[src/rtl/riscvbyp_imem_fetch_queue_if.sv]
// Handshake bundle between imem request/response, redirect and Decode for the fetch queue.
// slave is the queue side; master is the surrounding fetch/decode logic.
interface riscvbyp_imem_fetch_queue_if #(
  parameter int DATA_W = 32
);
  logic              req_fire;
  logic              req_allow;
  logic              resp_val;
  logic [DATA_W-1:0] resp_data;
  logic              squash;
  logic              deq_val;
  logic              deq_rdy;
  logic [DATA_W-1:0] deq_msg_data;

  modport master (
    output req_fire, resp_val, resp_data, squash, deq_rdy,
    input  req_allow, deq_val, deq_msg_data
  );

  modport slave (
    input  req_fire, resp_val, resp_data, squash, deq_rdy,
    output req_allow, deq_val, deq_msg_data
  );
endinterface

[src/rtl/riscvbyp_imem_fetch_queue.sv]
// Two-entry imem response queue with credit-gated requests, empty-queue bypass to Decode,
// and redirect flush that discards responses still in flight.
module riscvbyp_imem_fetch_queue #(
  parameter int DATA_W = 32
) (
  input  logic                          clk,
  input  logic                          reset,
  riscvbyp_imem_fetch_queue_if.slave    q
);

  logic [DATA_W-1:0] mem [2];
  logic              head;
  logic              tail;
  logic [1:0]        count;
  logic [1:0]        outstanding;
  logic [1:0]        drop_cnt;

  logic drop_active;
  logic resp_keep;
  logic q_nonempty;
  logic deq_fire;
  logic deq_pop;
  logic enq;

  assign drop_active = (drop_cnt != 2'd0);
  assign resp_keep   = q.resp_val && !drop_active && !q.squash;
  assign q_nonempty  = (count != 2'd0);

  assign q.deq_val      = !q.squash && (q_nonempty || resp_keep);
  assign q.deq_msg_data = q_nonempty ? mem[head] : q.resp_data;

  assign deq_fire = q.deq_val && q.deq_rdy;
  assign deq_pop  = deq_fire && q_nonempty;
  // A kept response is stored unless it leaves straight through the bypass.
  assign enq      = resp_keep && !(deq_fire && !q_nonempty);

  // Credits come from registers only, so every issued request owns a free slot.
  assign q.req_allow = ({1'b0, outstanding} + {1'b0, count}) < 3'd2;

  always_ff @(posedge clk or posedge reset) begin
    if (reset) begin
      head        <= 1'b0;
      tail        <= 1'b0;
      count       <= 2'd0;
      outstanding <= 2'd0;
      drop_cnt    <= 2'd0;
    end else begin
      outstanding <= outstanding + {1'b0, q.req_fire} - {1'b0, q.resp_val};
      if (q.squash) begin
        // Older in-flight responses are dropped; a request fired now is the redirect target.
        head     <= 1'b0;
        tail     <= 1'b0;
        count    <= 2'd0;
        drop_cnt <= outstanding - {1'b0, q.resp_val};
      end else begin
        if (q.resp_val && drop_active)
          drop_cnt <= drop_cnt - 2'd1;
        count <= count + {1'b0, enq} - {1'b0, deq_pop};
        if (deq_pop)
          head <= ~head;
        if (enq)
          tail <= ~tail;
      end
    end
  end

  always_ff @(posedge clk) begin
    if (enq)
      mem[tail] <= q.resp_data;
  end

endmodule
[src/flat_wrapper.sv]
// flat-port wrapper written by rule: the top's interface ports become plain ports
module riscvbyp_imem_fetch_queue_flat 
#(
  parameter int DATA_W = 32
)
  (clk, reset, q_req_fire, q_resp_val, q_resp_data, q_squash, q_deq_rdy, q_req_allow, q_deq_val, q_deq_msg_data);
  riscvbyp_imem_fetch_queue_if #(.DATA_W(DATA_W)) q_i ();
  input  logic clk;
  input  logic reset;
  input wire logic [$bits(q_i.req_fire)-1:0] q_req_fire;
  input wire logic [$bits(q_i.resp_val)-1:0] q_resp_val;
  input wire logic [$bits(q_i.resp_data)-1:0] q_resp_data;
  input wire logic [$bits(q_i.squash)-1:0] q_squash;
  input wire logic [$bits(q_i.deq_rdy)-1:0] q_deq_rdy;
  output wire logic [$bits(q_i.req_allow)-1:0] q_req_allow;
  output wire logic [$bits(q_i.deq_val)-1:0] q_deq_val;
  output wire logic [$bits(q_i.deq_msg_data)-1:0] q_deq_msg_data;
  assign q_i.req_fire = q_req_fire;
  assign q_i.resp_val = q_resp_val;
  assign q_i.resp_data = q_resp_data;
  assign q_i.squash = q_squash;
  assign q_i.deq_rdy = q_deq_rdy;
  assign q_req_allow = q_i.req_allow;
  assign q_deq_val = q_i.deq_val;
  assign q_deq_msg_data = q_i.deq_msg_data;
  riscvbyp_imem_fetch_queue #(.DATA_W(DATA_W)) u_core (.clk(clk), .reset(reset), .q(q_i));
endmodule
[config.mk]
export PLATFORM = sky130hd
export DESIGN_NAME = riscvbyp_imem_fetch_queue_flat
export DESIGN_NICKNAME = d
export VERILOG_FILES = /design/src/rtl/riscvbyp_imem_fetch_queue_if.sv /design/src/rtl/riscvbyp_imem_fetch_queue.sv /design/src/flat_wrapper.sv
export SDC_FILE = /design/constraint.sdc
export NUM_CORES = 1
export LEC_CHECK = 0
export BUFFER_PORTS_ARGS = -buffer_cell sky130_fd_sc_hd__buf_2
export CAP_MARGIN = 0
export CORE_MARGIN = 10
export CORE_UTILIZATION = 48
export DETAILED_ROUTE_END_ITERATION = 6
export PLACE_DENSITY_LB_ADDON = 0.25
export SETUP_SLACK_MARGIN = 0.15
export SLEW_MARGIN = 20
export SYNTH_ARGS = -nofsm -noshare
export SYNTH_HDL_FRONTEND = slang
export SYNTH_SLANG_ARGS = --single-unit
[constraint.sdc]
create_clock -name clk -period 3.3 [get_ports clk]
set_input_delay 0.495 -clock clk [delete_from_list [all_inputs] [get_ports clk]]
set_output_delay 0.495 -clock clk [all_outputs]
set_load 0.05 [all_outputs]
# After elaboration in Yosys (flattened, before gate mapping)
# Memory sizes are Yosys's and may differ from the RTL's.
# Cells that the tools add are included.
[totals] ff_bits=8 mem_bits_rw=64 in_bits=38 out_inout_bits=34 wordCells=44 mem_count=1
[classes] n_addsub=7 magnitude_cmp=1 muxes=10 bitwise=2 reduce_logical=18
[mem_list] name="u_core.mem" depth=2 word_bits=32 read_ports=1 rd_clocked_by_memory_dff=0 write_ports=1 line_no="riscvbyp_imem_fetch_queue.sv:11" text="logic [DATA_W-1:0] mem [2];"
[op_table] operator="two-way mux 32 bit" count=1
[op_table] operator="nonzero test 2 bit" count=5
[op_table] operator="logical AND 1 bit" count=8
[op_table] operator="two-way mux 1 bit" count=6
[op_table] operator="two-way mux 2 bit" count=3
[op_table] operator="subtractor 2 x 1 -> 2 bit" count=3
[op_table] operator="adder 2 x 1 -> 2 bit" count=2
[op_table] operator="logical NOT 1 bit" count=4
[op_table] operator="adder 2 x 2 -> 3 bit" count=1
[op_table] operator="< comparator 3 x 2 -> 1 bit, second input constant" count=1
[op_table] operator="NOT 1 bit" count=2
[op_table] operator="subtractor 2 x 1 -> 2 bit, second input constant" count=1
[op_table] operator="logical OR 1 bit" count=1

# Depth between registers and ports, before layout
[depth] depth_word=13 depth_mapped=8 depth_no_buf=8

# Worst setup path after synthesis
# No wires, ideal clock.
[synth_timing] path_kind="register -> register" start="register u_core.drop_cnt[0]" end="memory u_core.mem[0][0], enable pin" setup_time_ns=0.451 t_arrival_ns=2.849 required_time_ns=2.849 setup_slack_ns=0.000 path_stages_with_launch=5 path_buffers=0 period_less_slack_ns=3.300 cell_sequence="dfrtp_1 > inv_1 > ha_1 > nand2_1 > a2111oi_2"
[synth_between] elab_chain_len=12
[synth_rtl] item="start: declaration" line_no="riscvbyp_imem_fetch_queue.sv:16" text="logic [1:0] drop_cnt;"
[synth_rtl] item="start signal: assignment" line_no="riscvbyp_imem_fetch_queue.sv:54" text="drop_cnt <= outstanding - {1'b0, q.resp_val};"
[synth_rtl] item="start signal: assignment" line_no="riscvbyp_imem_fetch_queue.sv:57" text="drop_cnt <= drop_cnt - 2'd1;"
[synth_rtl] item="nonzero test 2 bit (*)" line_no="riscvbyp_imem_fetch_queue.sv:25" text="assign drop_active = (drop_cnt != 2'd0);"
[synth_rtl] item="logical NOT 1 bit (*)" line_no="riscvbyp_imem_fetch_queue.sv:26" text="assign resp_keep = q.resp_val && !drop_active && !q.squash;"
[synth_rtl] item="logical AND 1 bit (*) (2 in a row)" line_no="riscvbyp_imem_fetch_queue.sv:26"
[synth_rtl] item="logical OR 1 bit" line_no="riscvbyp_imem_fetch_queue.sv:29" text="assign q.deq_val = !q.squash && (q_nonempty || resp_keep);"
[synth_rtl] item="logical AND 1 bit" line_no="riscvbyp_imem_fetch_queue.sv:29"
[synth_rtl] item="logical AND 1 bit" line_no="riscvbyp_imem_fetch_queue.sv:32" text="assign deq_fire = q.deq_val && q.deq_rdy;"
[synth_rtl] item="logical AND 1 bit" line_no="riscvbyp_imem_fetch_queue.sv:35" text="assign enq = resp_keep && !(deq_fire && !q_nonempty);"
[synth_rtl] item="logical NOT 1 bit" line_no="riscvbyp_imem_fetch_queue.sv:35"
[synth_rtl] item="logical AND 1 bit (*)" line_no="riscvbyp_imem_fetch_queue.sv:35"
[synth_rtl] item="two-way mux 1 bit (*)" line_no="riscvbyp_imem_fetch_queue.sv:68" text="if (enq)"
[synth_rtl] item="two-way mux 1 bit (not written as such) (*)" line_no="riscvbyp_imem_fetch_queue.sv:69" text="mem[tail] <= q.resp_data;"
[synth_rtl] item="end: declaration" line_no="riscvbyp_imem_fetch_queue.sv:11"
# Every way passes the cells marked *; elsewhere a longest branch is shown, timed or not.

# Final worst setup path
[layout_timing] start="register u_core.count[1]" end="output port q_deq_msg_data[13]"
[layout_between] elab_chain_len=2
[layout_rtl] item="start: declaration" line_no="riscvbyp_imem_fetch_queue.sv:14" text="logic [1:0] count;"
[layout_rtl] item="start signal: assignment" line_no="riscvbyp_imem_fetch_queue.sv:58" text="count <= count + {1'b0, enq} - {1'b0, deq_pop};"
[layout_rtl] item="nonzero test 2 bit" line_no="riscvbyp_imem_fetch_queue.sv:27" text="assign q_nonempty = (count != 2'd0);"
[layout_rtl] item="two-way mux 32 bit" line_no="riscvbyp_imem_fetch_queue.sv:30" text="assign q.deq_msg_data = q_nonempty ? mem[head] : q.resp_data;"
[layout_rtl] item="end: declaration" line_no="flat_wrapper.sv:17" text="output wire logic [$bits(q_i.deq_msg_data)-1:0] q_deq_msg_data;"
# Every way passes these cells.

==> impl_metrics.json <==
{
  "run_status": "complete, no violations",
  "placement_rows": 29,
  "synthesis.area_per_instance_um2": 14.0,
  "ctsHtreeMaxLevel": 3,
  "groute.layer.met3.usage_pct": 5.98,
  "timing.final.crit_share_pct": 84.8,
  "drt.antenna.violating_nets": 0,
  "worstSetupStartpointType": "register",
  "worst_ir_drop_vdd_mv": 0.354,
  "timing.setup.tns_ns": 0,
  "hpwlAfterDp_um": 4120,
  "layoutNonFillerInstCount": 378,
  "cts_made_buffers": 9,
  "gr-usage-all-layers_pct": 11.9,
  "worst-endpoint-required_ns": 2.80,
  "timing.reg2reg.setup_slack_ns": 0.96,
  "first_global_vias": 1936,
  "timing.hold.worst.class": "input pin to asynchronous set/reset pin",
  "detailedRoute.firstPassIterationCount": 4,
  "drcViolationCount": 0,
  "core_region_area_um2": 6310,
  "finalCoreUtilization_pct": 59.0,
  "post_drt_via_cell_ratio": 4.97,
  "power_per_standard_cell_area_nw_per_um2": 723,
  "syn-cell-area_um2": 3100,
  "vias": 1880,
  "cts-root-buf": "clkbuf_8",
  "global_route.usage.met1_pct": 14.8,
  "timing.rr.start": "u_core.drop_cnt[0]",
  "worstPathMaxFanout": 36,
  "maxCapViolations": 0,
  "die_area_um2": 10100,
  "setup_violations": 0,
  "yosysWarningCount": 0,
  "final.min_clock_period_ns": 2.80,
  "timing.final.max_slew_violations": 0,
  "ioPinCount": 72,
  "clkSinkCount": 72,
  "r2r_cells": 5,
  "finish.net_count": 340,
  "unrepaired_setup_endpoints_after_global_routing": "false",
  "crit_path_max_incr_delay_ns": 0.61,
  "endpoint_kind": "output port",
  "clkPwrFrac_pct": 24.4,
  "clk-insertion-delay-late_ns": 0.34,
  "flow.area_growth_from_synthesis_pct": 20.1,
  "tightestPinTransition_ns": 0.757,
  "power_switching_uw": 1040,
  "synth_cell_types": 24,
  "maxClockFrequency_mhz": 357,
  "finalWirelength_um": 5810,
  "fin_worst_skew_ns": 0.00671,
  "share_comb_of_total_power_pct": 35.0,
  "dpl.cell_count": 362,
  "antenna_found_initial": 0,
  "diodes": 0,
  "power_frac_seq_pct": 40.6,
  "synthesis_stage_register_bit_count": 72,
  "layout-drive-gt1-share_pct": 31.2,
  "p_int_uw": 1650,
  "synth.yosys.seq_area_share_pct": 68.4,
  "post_syn_instances": 221,
  "p_leak_uw": 0.00146,
  "number_of_fill_cells_in_the_layout": 523,
  "cts_hold_buffers": 0,
  "nets_in_the_synthesized_netlist": 265,
  "place.gp.congestion": 0.694,
  "effective_utilization_at_floorplan_pct": 49.1,
  "final_hold_viol_count": 0,
  "worstPathCellList": "nor2_4, buf_4, nand2_1, o21ai_1, buf_2",
  "tritoncts_clock_tree": "yes",
  "cp.buffers_inverters": 2,
  "timing.critical_path.slowest_stage_cell": "nor2_4",
  "setup.worst_path.class": "register to output port",
  "met2_usage_pct": 17.3,
  "switching_part_of_the_total_pct": 38.6,
  "first_iter_violations": 112,
  "worstSetupStartpoint": "u_core.count[1]",
  "worst_slew_margin_rel_pct": 49.5,
  "largest_net_degree_at_the_start_of_global_routing": 37,
  "post_cts_buffers": 0,
  "wire_per_inst_um": 15.4,
  "wire_length_of_the_first_global_routing_pass_um": 9460,
  "crit-reg2reg-capture": "u_core.mem[0][5]",
  "cts_repair_resize_count": 0,
  "globalRoute.totalOverflow": 0,
  "grt-busiest-layer": "met2",
  "floorplan.die.width_um": 100,
  "io_buffers": 71,
  "worstPathArrival_ns": 2.30,
  "worst_setup_hold_path_clk_slew_ns": 0.07,
  "path_delay_family": "buffers and inverters",
  "fp.dieH_um": 100,
  "cts_buffer_depth": 2
}
## power groups by stage
stage / sequential, uW / combinational, uW / clock, uW
after floorplan: 1100 / 763 / 0
after global placement: 1110 / 942 / 0
after detailed placement: 1110 / 960 / 0
after CTS: 1090 / 963 / 673
after global routing: 1100 / 1030 / 721
final: 1090 / 942 / 658
## state kept, by name, summed over array words and instances, names as in the netlist
register            count
u_core.tail             1
u_core.drop_cnt         2
u_core.mem             64
u_core.head             1
u_core.outstanding      2
u_core.count            2
## layout by cell type (no fill, tap or decap), types with 2 or more instances in the layout
cell type / netlist / routed
and2_1: 2 / 2
nand2b_1: 2 / 2
inv_1: 9 / 9
ha_1: 5 / 5
nor2_1: 3 / 3
o21ai_1: 34 / 34
buf_4: 3 / 5
buf_2: 6 / 71
xnor2_1: 3 / 3
clkinv_2: 0 / 2
edfxtp_1: 64 / 64
dfrtp_1: 8 / 7
mux2i_1: 33 / 33
nand2_1: 35 / 35
xor2_1: 3 / 3
clkbuf_8: 0 / 9
## how the worst max path moves through the flow
stage	to	depth (start not counted)
after floorplan	u_core.mem[0][0]	4
after global placement	q_deq_msg_data[22]	5
after detailed placement	q_deq_msg_data[13]	5
after CTS	q_deq_msg_data[13]	5
after global routing	q_deq_msg_data[13]	5
final	q_deq_msg_data[13]	5
## cell usage after synthesis, drive strengths merged
cell type	count	area share [%]
a2111oi	1	0.48
a211oi	1	0.65
a21oi	1	0.16
and2	2	0.40
buf	10	2.1
clkbuf	2	0.24
dfrtp	8	6.5
edfxtp	64	62
fa	1	0.65
ha	5	2.0
inv	9	1.1
mux2	1	0.36
mux2i	33	11
nand2	35	4.2
nand2b	2	0.40
nor2	4	0.56
nor2b	1	0.20
o21ai	34	5.5
o21bai	1	0.24
xnor2	3	0.85
xor2	3	0.85
## per-stage QoR
stage	hold WS [ns]	power [uW]	cell area, um2	setup slack (ns)
3_3_place_gp	0.462	2050	3540	0.912
5_1_grt	0.114	2850	3730	0.258
2_1_floorplan	0.311	1860	3110	0.875
3_5_place_dp	0.471	2070	3540	0.838
6_report	0.102	2690	3730	0.501
4_1_cts	0.0988	2730	3730	0.467
## cell families (layout without fill, tap and decap cells)
logic type	Yosys count	count (layout)	synth area share [%]
buffers and inverters	21	101	3.39
XOR/XNOR	6	6	1.69
adder cells (fa/ha/maj)	6	6	2.66
multiplexers	34	34	11.0
AND/OR/NAND/NOR	44	44	5.81
flip-flops	72	72	68.4
AO/OA/AOI/OAI	38	38	7.02
## cell type report
type | count | area [um2] | share of cell area [%]
sequential | 72 | 2120 | 57.0
multi-input combinational | 128 | 892 | 23.9
timing repair buffer | 76 | 393 | 10.5
clock buffer | 10 | 128 | 3.43
tap | 77 | 96.3 | 2.59
clock inverter | 6 | 60.1 | 1.61
inverter | 9 | 33.8 | 0.907
## per-layer routing
metal  wire length, um  up-vias
li1                  -      949
met1              2670      868
met2              2540       54
met3               522        9
met4                74        0
met5                 0        -
Note: power is estimated with default switching activity, not from simulation.
